--- src/rtl/bitty_pkg.sv ---
// Shared constants and fetch-state encoding for the bitty core front end.
package bitty_pkg;

    localparam int PC_W    = 8;
    localparam int INSTR_W = 16;
    localparam int CNT_W   = 16;

    typedef enum logic [1:0] {
        IDLE = 2'd0,
        REQ  = 2'd1,
        WAIT = 2'd2,
        EXEC = 2'd3
    } fetch_state_e;

endpackage

--- src/rtl/bitty_fetch_unit.sv ---
// Program counter and instruction-fetch stage: fetches the word at pc, holds it for the core
// and branch_logic until en_pc loads the next pc, and counts accepted en_pc events.
module bitty_fetch_unit #(
    parameter int              PC_W     = bitty_pkg::PC_W,
    parameter int              INSTR_W  = bitty_pkg::INSTR_W,
    parameter logic [PC_W-1:0] RESET_PC = '0,
    parameter int              CNT_W    = bitty_pkg::CNT_W
) (
    input  logic                   clk,
    input  logic                   reset_n,
    input  logic                   run,
    input  logic                   en_pc,
    input  logic [PC_W-1:0]        new_pc,
    output logic                   mem_req,
    output logic [PC_W-1:0]        mem_addr,
    input  logic [INSTR_W-1:0]     mem_rdata,
    input  logic                   mem_valid,
    output logic [INSTR_W-1:0]     instruction,
    output logic [PC_W-1:0]        pc,
    output logic                   instr_valid,
    output logic [CNT_W-1:0]       instr_count,
    output bitty_pkg::fetch_state_e dbg_state
);
    import bitty_pkg::*;

    // Memory handshake: mem_req is a single-cycle pulse with mem_addr=pc; mem_addr stays put
    // until the one-cycle mem_valid is seen in WAIT. mem_valid in any other state is dropped.
    fetch_state_e         state_q, state_d;
    logic [PC_W-1:0]      pc_q, pc_d;
    logic [INSTR_W-1:0]   instr_q, instr_d;
    logic [CNT_W-1:0]     count_q, count_d;

    always_comb begin
        state_d = state_q;
        pc_d    = pc_q;
        instr_d = instr_q;
        count_d = count_q;
        case (state_q)
            IDLE: if (run) state_d = REQ;
            REQ:  state_d = WAIT;
            WAIT: begin
                if (mem_valid) begin
                    instr_d = mem_rdata;
                    state_d = EXEC;
                end
            end
            EXEC: begin
                // run=0 here can only happen if upstream fails to gate en_pc
                if (en_pc) begin
                    pc_d    = new_pc;
                    count_d = count_q + CNT_W'(1);
                    state_d = run ? REQ : IDLE;
                end
            end
            default: state_d = IDLE;
        endcase
    end

    always_ff @(posedge clk) begin
        if (!reset_n) begin
            state_q <= IDLE;
            pc_q    <= RESET_PC;
            instr_q <= '0;
            count_q <= '0;
        end else begin
            state_q <= state_d;
            pc_q    <= pc_d;
            instr_q <= instr_d;
            count_q <= count_d;
        end
    end

    assign mem_req     = (state_q == REQ);
    assign mem_addr    = pc_q;
    assign instr_valid = (state_q == EXEC);
    assign instruction = instr_q;
    assign pc          = pc_q;
    assign instr_count = count_q;
    assign dbg_state   = state_q;

endmodule

--- config.mk ---
export PLATFORM = sky130hd
export DESIGN_NAME = bitty_fetch_unit
export DESIGN_NICKNAME = d
export VERILOG_FILES = /design/src/rtl/bitty_pkg.sv /design/src/rtl/bitty_fetch_unit.sv
export SDC_FILE = /design/constraint.sdc
export NUM_CORES = 1
export LEC_CHECK = 0
export ABC_AREA = 0
export BUFFER_PORTS_ARGS = -buffer_cell sky130_fd_sc_hd__buf_2
export CORE_MARGIN = 5
export CORE_UTILIZATION = 30
export CTS_CLUSTER_SIZE = 40
export DETAILED_ROUTE_END_ITERATION = 10
export PLACE_DENSITY = 0.55
export SLEW_MARGIN = 20
export SYNTH_ARGS = -nofsm -noshare
export SYNTH_HDL_FRONTEND = slang
export SYNTH_SLANG_ARGS = --single-unit
--- constraint.sdc ---
create_clock -name clk -period 4.28 [get_ports clk]
set_input_delay 0.214 -clock clk [delete_from_list [all_inputs] [get_ports clk]]
set_output_delay 0.214 -clock clk [all_outputs]
set_load 0.03 [all_outputs]
==> metrics.log, run 1 <==
[metrics] sequential cell area: 841 um2
[metrics] overall routing resource usage: 11.7%
[metrics] Critical R2R Launch: dbg_state[1]
[metrics] Yosys top cell area share: 44.7%
[metrics] aggregate global routing overflow: 0
[metrics] Final Max Tran Viols: 0
[metrics] Critical path origin: dbg_state[1]
[metrics] sinks on the clock net: 42
[metrics] number of max-cap violations: 0
[metrics] cell type with the largest total area after synthesis: sky130_fd_sc_hd__dfxtp_1
[metrics] Slew headroom: 53.9%
[metrics] post-synth cell types: 27
[metrics] number of port buffers: 80
[metrics] largest clock skew in the final design: 0.00641 ns
[metrics] number of top-level design ports: 81
[metrics] TritonCTS clock tree: built
[metrics] Clock Root Buffer: sky130_fd_sc_hd__clkbuf_8
[metrics] area of the placeable core: 6030 um2
[metrics] Least-Margin Pin Slew: 0.692 ns
[metrics] fraction of power consumed by the clock network: 30.1%
[metrics] number of instances in the synthesized netlist: 212
[metrics] first-pass detailed-route iteration total: 4
[metrics] Layout fillers: 657
[metrics] crit end category: flop
[metrics] number of antenna violations at the first check in global routing: 0
[metrics] class of the worst hold path: primary input to flop
[metrics] Critical Setup Path Class: flop to flop
[metrics] yosys synthesis warning count: 0
[metrics] source-to-sink clock delay at the later pin of the worst-skew pair: 0.29 ns
[metrics] status: finished clean
[metrics] Die ar.: 7960 um2
[metrics] Wirelength per Cell: 12.3 um
[metrics] proportion of layout cells with a drive suffix above 1: 32.9%
[metrics] clock transition at the registers of the reported paths: 0.08 ns
[metrics] wire length of the first global-routing pass: 7.33 mm
[metrics] final-stage net count: 317
[metrics] hold violation total from the final report: 0
[metrics] worst supply voltage drop on vdd: 0.150 mV
[metrics] Power Internal: 0.680 mW
[metrics] DR DRC count: 0
[metrics] Placer Congestion: 0.750
[metrics] hold path startpoint: mem_rdata[13]
[metrics] net switching power: 0.345 mW
[metrics] post-synthesis register bit count: 42
[metrics] vias in the first global route: 1531
[metrics] post-layout minimum cycle time: 1.69 ns
[metrics] clock buffers created by TritonCTS: 5
[metrics] share of synthesized area occupied by flip-flops and latches: 44.7%
[metrics] switching share of power: 33.7%
[metrics] Crit Path Max Fanout: 7
[metrics] number of enable-type register cells in the synthesized netlist: 0
[metrics] Gate power share: 26.3%
[metrics] Die Span X: 89.2 um
[metrics] hold path depth: 3
[metrics] synth top area cells: sky130_fd_sc_hd__dfxtp_1, sky130_fd_sc_hd__nand2_1, sky130_fd_sc_hd__a21boi_0
[metrics] Layout Area Growth over Synthesis: 26.9%
[metrics] FF-to-FF path depth: 5
[metrics] post-detailed-routing wire length: 4.41 mm
[metrics] DR vias: 1571
[metrics] Setup Fix Bufs, Post-CTS: 0
[metrics] net count after synthesis: 247
[metrics] antenna-violating nets left: 0
[metrics] H-tree level count: 2
[metrics] number of setup violations in the final report: 0
[metrics] Rows: 28
[metrics] Min Hold Slack: 0.157 ns
[metrics] sequential share of power: 43.6%
[metrics] Worst Path Arrival: 1.92 ns
[metrics] number of DRC violations after detailed-routing iteration 0: 55
[metrics] number of buffers on the longest clock path: 2
[metrics] Static Leakage: 1.08 nW
[metrics] post-DR vias/cell: 4.39
[metrics] data required time of the critical path: 4.50 ns
[metrics] DP Wirelength: 3.23 mm
[metrics] Startpoint Class: flop
[metrics] PD cells: 429 nW/um2
[metrics] floorplan die height: 89.2 um
[metrics] prevailing post-synth register cell: sky130_fd_sc_hd__dfxtp_1
[metrics] area used by multi-input combinational logic: 926 um2
[metrics] Inserted Diodes: 0
[metrics] maximum clock frequency: 0.591 GHz
[metrics] number of gates given a new drive strength after cts: 0
[metrics] Avg Inst Size Synth: 8.88 um2
[metrics] share of the clock period used by the worst path after layout: 39.5%
[metrics] pin count of the biggest net entering global routing: 47
[metrics] quantity of hold-fixing buffers added after cts: 0
[metrics] setup TNS: 0 ns
[metrics] total standard cell area after synthesis: 1880 um2
[metrics] initial cell density of the core: 31.2%
[metrics] RSZ-0062 raised after global routing: false
[metrics] share of synthesized registers carrying an async set or reset: 0%
[synthesized netlist by cell type, types with 3 or more instances]
cell type / number
sky130_fd_sc_hd__ha_1: 6
sky130_fd_sc_hd__nand3_1: 3
sky130_fd_sc_hd__buf_4: 8
sky130_fd_sc_hd__xnor2_1: 10
sky130_fd_sc_hd__a21boi_0: 24
sky130_fd_sc_hd__nand2b_1: 5
sky130_fd_sc_hd__dfxtp_1: 42
sky130_fd_sc_hd__nand2_1: 60
sky130_fd_sc_hd__and2_1: 13
sky130_fd_sc_hd__and4_4: 3
sky130_fd_sc_hd__mux2i_1: 5
sky130_fd_sc_hd__inv_1: 5
sky130_fd_sc_hd__clkbuf_1: 7
sky130_fd_sc_hd__nand4_1: 4
[final cells by class]
type / instances / share of cell area, %
Tap cell: 75 / 3.93
Timing Repair Buffer: 80 / 16.8
Inverter: 5 / 0.786
Clock inverter: 3 / 1.68
Sequential cell: 42 / 35.2
Clock buffer: 5 / 2.88
Multi-Input combinational cell: 148 / 38.8
[registers in the layout, indices dropped and copies added, names as in the netlist]
| name | cells |
|---|---|
| mem_addr | 8 |
| instruction | 16 |
| dbg_state | 2 |
| instr_count | 16 |
[critical path, stage by stage (launching register included)]
cell,delay (ns)
sky130_fd_sc_hd__dfxtp_1,0.44
sky130_fd_sc_hd__ha_1,0.26
sky130_fd_sc_hd__and4_1,0.29
sky130_fd_sc_hd__and4_4,0.26
sky130_fd_sc_hd__nor3b_2,0.18
sky130_fd_sc_hd__mux2i_1,0.20
[layer usage]
metal  part of all wire (%)  up-vias  global-route usage [%]
li1                       -      827                       -
met1                     44      692                    14.5
met2                     49       48                    19.6
met3                    6.8        4                    3.23
met4                   0.82        0                    4.06
met5                      0        -                       0
[logic make-up after synthesis]
logic type / count (synthesis) / synth area share [%]
compound gates: 32 / 12.5
mux: 5 / 2.66
fa+ha+maj: 6 / 3.99
xor+xnor: 10 / 4.65
buf+inv: 22 / 6.12
simple gates: 95 / 25.4
flops: 42 / 44.7
[power groups by stage]
stage	Clock, mW	Sequential [mW]	Combinational, mW
floorplan	0	0.515	0.141
global placement	0	0.455	0.273
detailed placement	0	0.456	0.276
CTS	0.323	0.447	0.276
global route	0.334	0.453	0.302
finish	0.309	0.447	0.270
[cells in the final DEF, fill, tap and decap left out, drive strengths merged, types with 6 or more instances in the layout]
cell type and instances:
a21boi 26, and2 13, buf 80, dfxtp 42
ha 6, nand2 60, xnor2 10
[worst paths after layout]
check | end | slack [ns]
setup / recovery | instr_count[15] | 2.59
hold / removal | instruction[13] | 0.16
setup reg to reg | instr_count[15] | 2.59
hold reg to reg | instruction[13] | 0.46
[through the flow]
step	cells	util [%]	instance area [um2]	setup WS [ns]	total power, mW
floorplan	212	-	1880	2.53	0.656
global placement	350	37.8	2280	2.64	0.728
detailed placement	350	37.8	2280	2.60	0.732
CTS	358	39.6	2390	2.57	1.05
global route	358	39.6	2390	2.43	1.09
finish	358	39.6	2390	2.59	1.03
No activity file was read; power rests on OpenSTA's default activity.
==> run 2, diff against run 1 <==
==> constraint.sdc (replaced) <==
create_clock -name clk -period 1.8 [get_ports clk]
set_input_delay 0.09 -clock clk [delete_from_list [all_inputs] [get_ports clk]]
set_output_delay 0.09 -clock clk [all_outputs]
set_load 0.03 [all_outputs]
==> metrics.log, run 2 (same netlist as run 1, synthesis figures left out) <==
[metrics] status: finished clean
[metrics] largest clock skew in the final design: 0.00561 ns
[metrics] number of antenna violations at the first check in global routing: 0
[metrics] number of port buffers: 80
[metrics] DR DRC count: 0
[metrics] Least-Margin Pin Slew: 0.399 ns
[metrics] post-detailed-routing wire length: 4.38 mm
[metrics] sinks on the clock net: 42
[metrics] number of buffers on the longest clock path: 2
[metrics] Layout fillers: 634
[metrics] quantity of hold-fixing buffers added after cts: 0
[metrics] hold violation total from the final report: 0
[metrics] top library cells by usage in the layout, fill and taps aside: sky130_fd_sc_hd__buf_2, sky130_fd_sc_hd__nand2_1, sky130_fd_sc_hd__dfxtp_1
[metrics] clock transition at the registers of the reported paths: 0.08 ns
[metrics] Clock Root Buffer: sky130_fd_sc_hd__clkbuf_8
[metrics] Placer Congestion: 0.768
[metrics] data required time of the critical path: 2.01 ns
[metrics] area of the placeable core: 6030 um2
[metrics] number of gates given a new drive strength after cts: 0
[metrics] placed cell count: 356
[metrics] overall routing resource usage: 11.8%
[metrics] number of top-level design ports: 81
[metrics] Wirelength per Cell: 12.0 um
[metrics] Layout Area Growth over Synthesis: 28.7%
[metrics] Die ar.: 7960 um2
[metrics] final cell count without fillers: 364
[metrics] DR vias: 1586
[metrics] post-DR vias/cell: 4.36
[metrics] number of DRC violations after detailed-routing iteration 0: 44
[metrics] Slew headroom: 73.4%
[metrics] TritonCTS clock tree: built
[metrics] Worst Path Arrival: 1.86 ns
[metrics] antenna-violating nets left: 0
[metrics] Inserted Diodes: 0
[metrics] source-to-sink clock delay at the later pin of the worst-skew pair: 0.29 ns
[metrics] proportion of layout cells with a drive suffix above 1: 34.6%
[metrics] Rows: 28
[metrics] Static Leakage: 1.10 nW
[metrics] number of setup violations in the final report: 0
[metrics] PD cells: 983 nW/um2
[metrics] pin count of the biggest net entering global routing: 23
[metrics] Startpoint Class: flop
[metrics] number of max-cap violations: 0
[metrics] Critical Setup Path Class: flop to flop
[metrics] Setup Fix Bufs, Post-CTS: 0
[metrics] post-layout minimum cycle time: 1.65 ns
[metrics] class of the worst hold path: primary input to flop
[metrics] Die Span X: 89.2 um
[metrics] H-tree level count: 2
[metrics] floorplan die height: 89.2 um
[metrics] initial cell density of the core: 31.2%
[metrics] vias in the first global route: 1531
[metrics] most common cell after layout, fill and taps aside: sky130_fd_sc_hd__buf_2
[metrics] maximum clock frequency: 0.607 GHz
[metrics] clock buffers created by TritonCTS: 5
[metrics] final-stage net count: 323
[metrics] worst supply voltage drop on vdd: 0.393 mV
[metrics] aggregate global routing overflow: 0
[metrics] crit end category: flop
[metrics] RSZ-0062 raised after global routing: false
[metrics] Final Max Tran Viols: 0
[metrics] wire length of the first global-routing pass: 7.31 mm
[metrics] Crit Path Max Fanout: 5
[metrics] DP Wirelength: 3.34 mm
[metrics] first-pass detailed-route iteration total: 4
[metrics] share of the clock period used by the worst path after layout: 91.5%
[metrics] setup TNS: 0 ns
==> run 2: cell count changes in the layout (fill, tap and decap cells not counted) <==
cell | previous run | this run
sky130_fd_sc_hd__buf_4 | 0 | 6
sky130_fd_sc_hd__bufinv_16 | 1 | 0
sky130_fd_sc_hd__clkbuf_8 | 5 | 6
sky130_fd_sc_hd__clkinv_2 | 2 | 1
sky130_fd_sc_hd__clkinvlp_4 | 0 | 1
sky130_fd_sc_hd__ha_1 | 6 | 5
sky130_fd_sc_hd__ha_2 | 0 | 1
==> run 2: final timing paths <==
| check | startpoint | endpoint | slack [ns] | depth (start not counted) |
|---|---|---|---|---|
| min | new_pc[1] | mem_addr[1] | 0.03 | 3 |
| max | dbg_state[0] | instr_count[15] | 0.15 | 5 |
| min reg2reg | instruction[13] | instruction[13] | 0.45 | 2 |
| max reg2reg | dbg_state[0] | instr_count[15] | 0.15 | 5 |
==> run 2: metal layers <==
layer	up-vias	wire [um]	share of wire [%]	global-route usage [%]
met5	-	0	0	0
met4	0	67	1.5	5.28
met3	6	291	6.7	3.23
met2	45	2000	46	18.9
met1	693	2020	46	14.9
li1	842	-	-	-
==> run 2: final cells by class <==
cell class | count | area [um2] | share of cell area [%]
Multi-Input combinational cell | 148 | 928 | 38.3
Sequential cell | 42 | 841 | 34.7
Timing Repair Buffer | 86 | 445 | 18.4
Tap cell | 75 | 93.8 | 3.87
Clock buffer | 6 | 82.6 | 3.41
Inverter | 5 | 18.8 | 0.775
Clock inverter | 2 | 12.5 | 0.517
==> run 2: through the flow <==
step | hold WS [ns] | power (mW) | instance area, um2 | util, % | setup slack, ns
2_1_floorplan | 0.225 | 1.56 | 1880 | - | 0.0474
3_3_place_gp | 0.340 | 1.77 | 2320 | 38.6 | 0.222
3_5_place_dp | 0.347 | 1.78 | 2320 | 38.6 | 0.145
4_1_cts | 0.0214 | 2.42 | 2420 | 40.2 | 0.111
5_1_grt | 0.0303 | 2.53 | 2420 | 40.2 | 0.0181
6_report | 0.0349 | 2.38 | 2420 | 40.2 | 0.153
==> run 2: worst max-delay path, stage by stage (launching register included) <==
cell and delay, ns:
sky130_fd_sc_hd__dfxtp_1 0.41, sky130_fd_sc_hd__ha_2 0.24, sky130_fd_sc_hd__and4_1 0.26, sky130_fd_sc_hd__and4_4 0.26, sky130_fd_sc_hd__nor3b_2 0.18, sky130_fd_sc_hd__mux2i_1 0.22
==> run 2: power by group <==
part           total [mW]  internal [mW]  switching [mW]
combinational       0.697          0.239           0.458
sequential           1.05           1.00          0.0478
clock               0.633          0.308           0.325
total                2.38           1.55           0.831
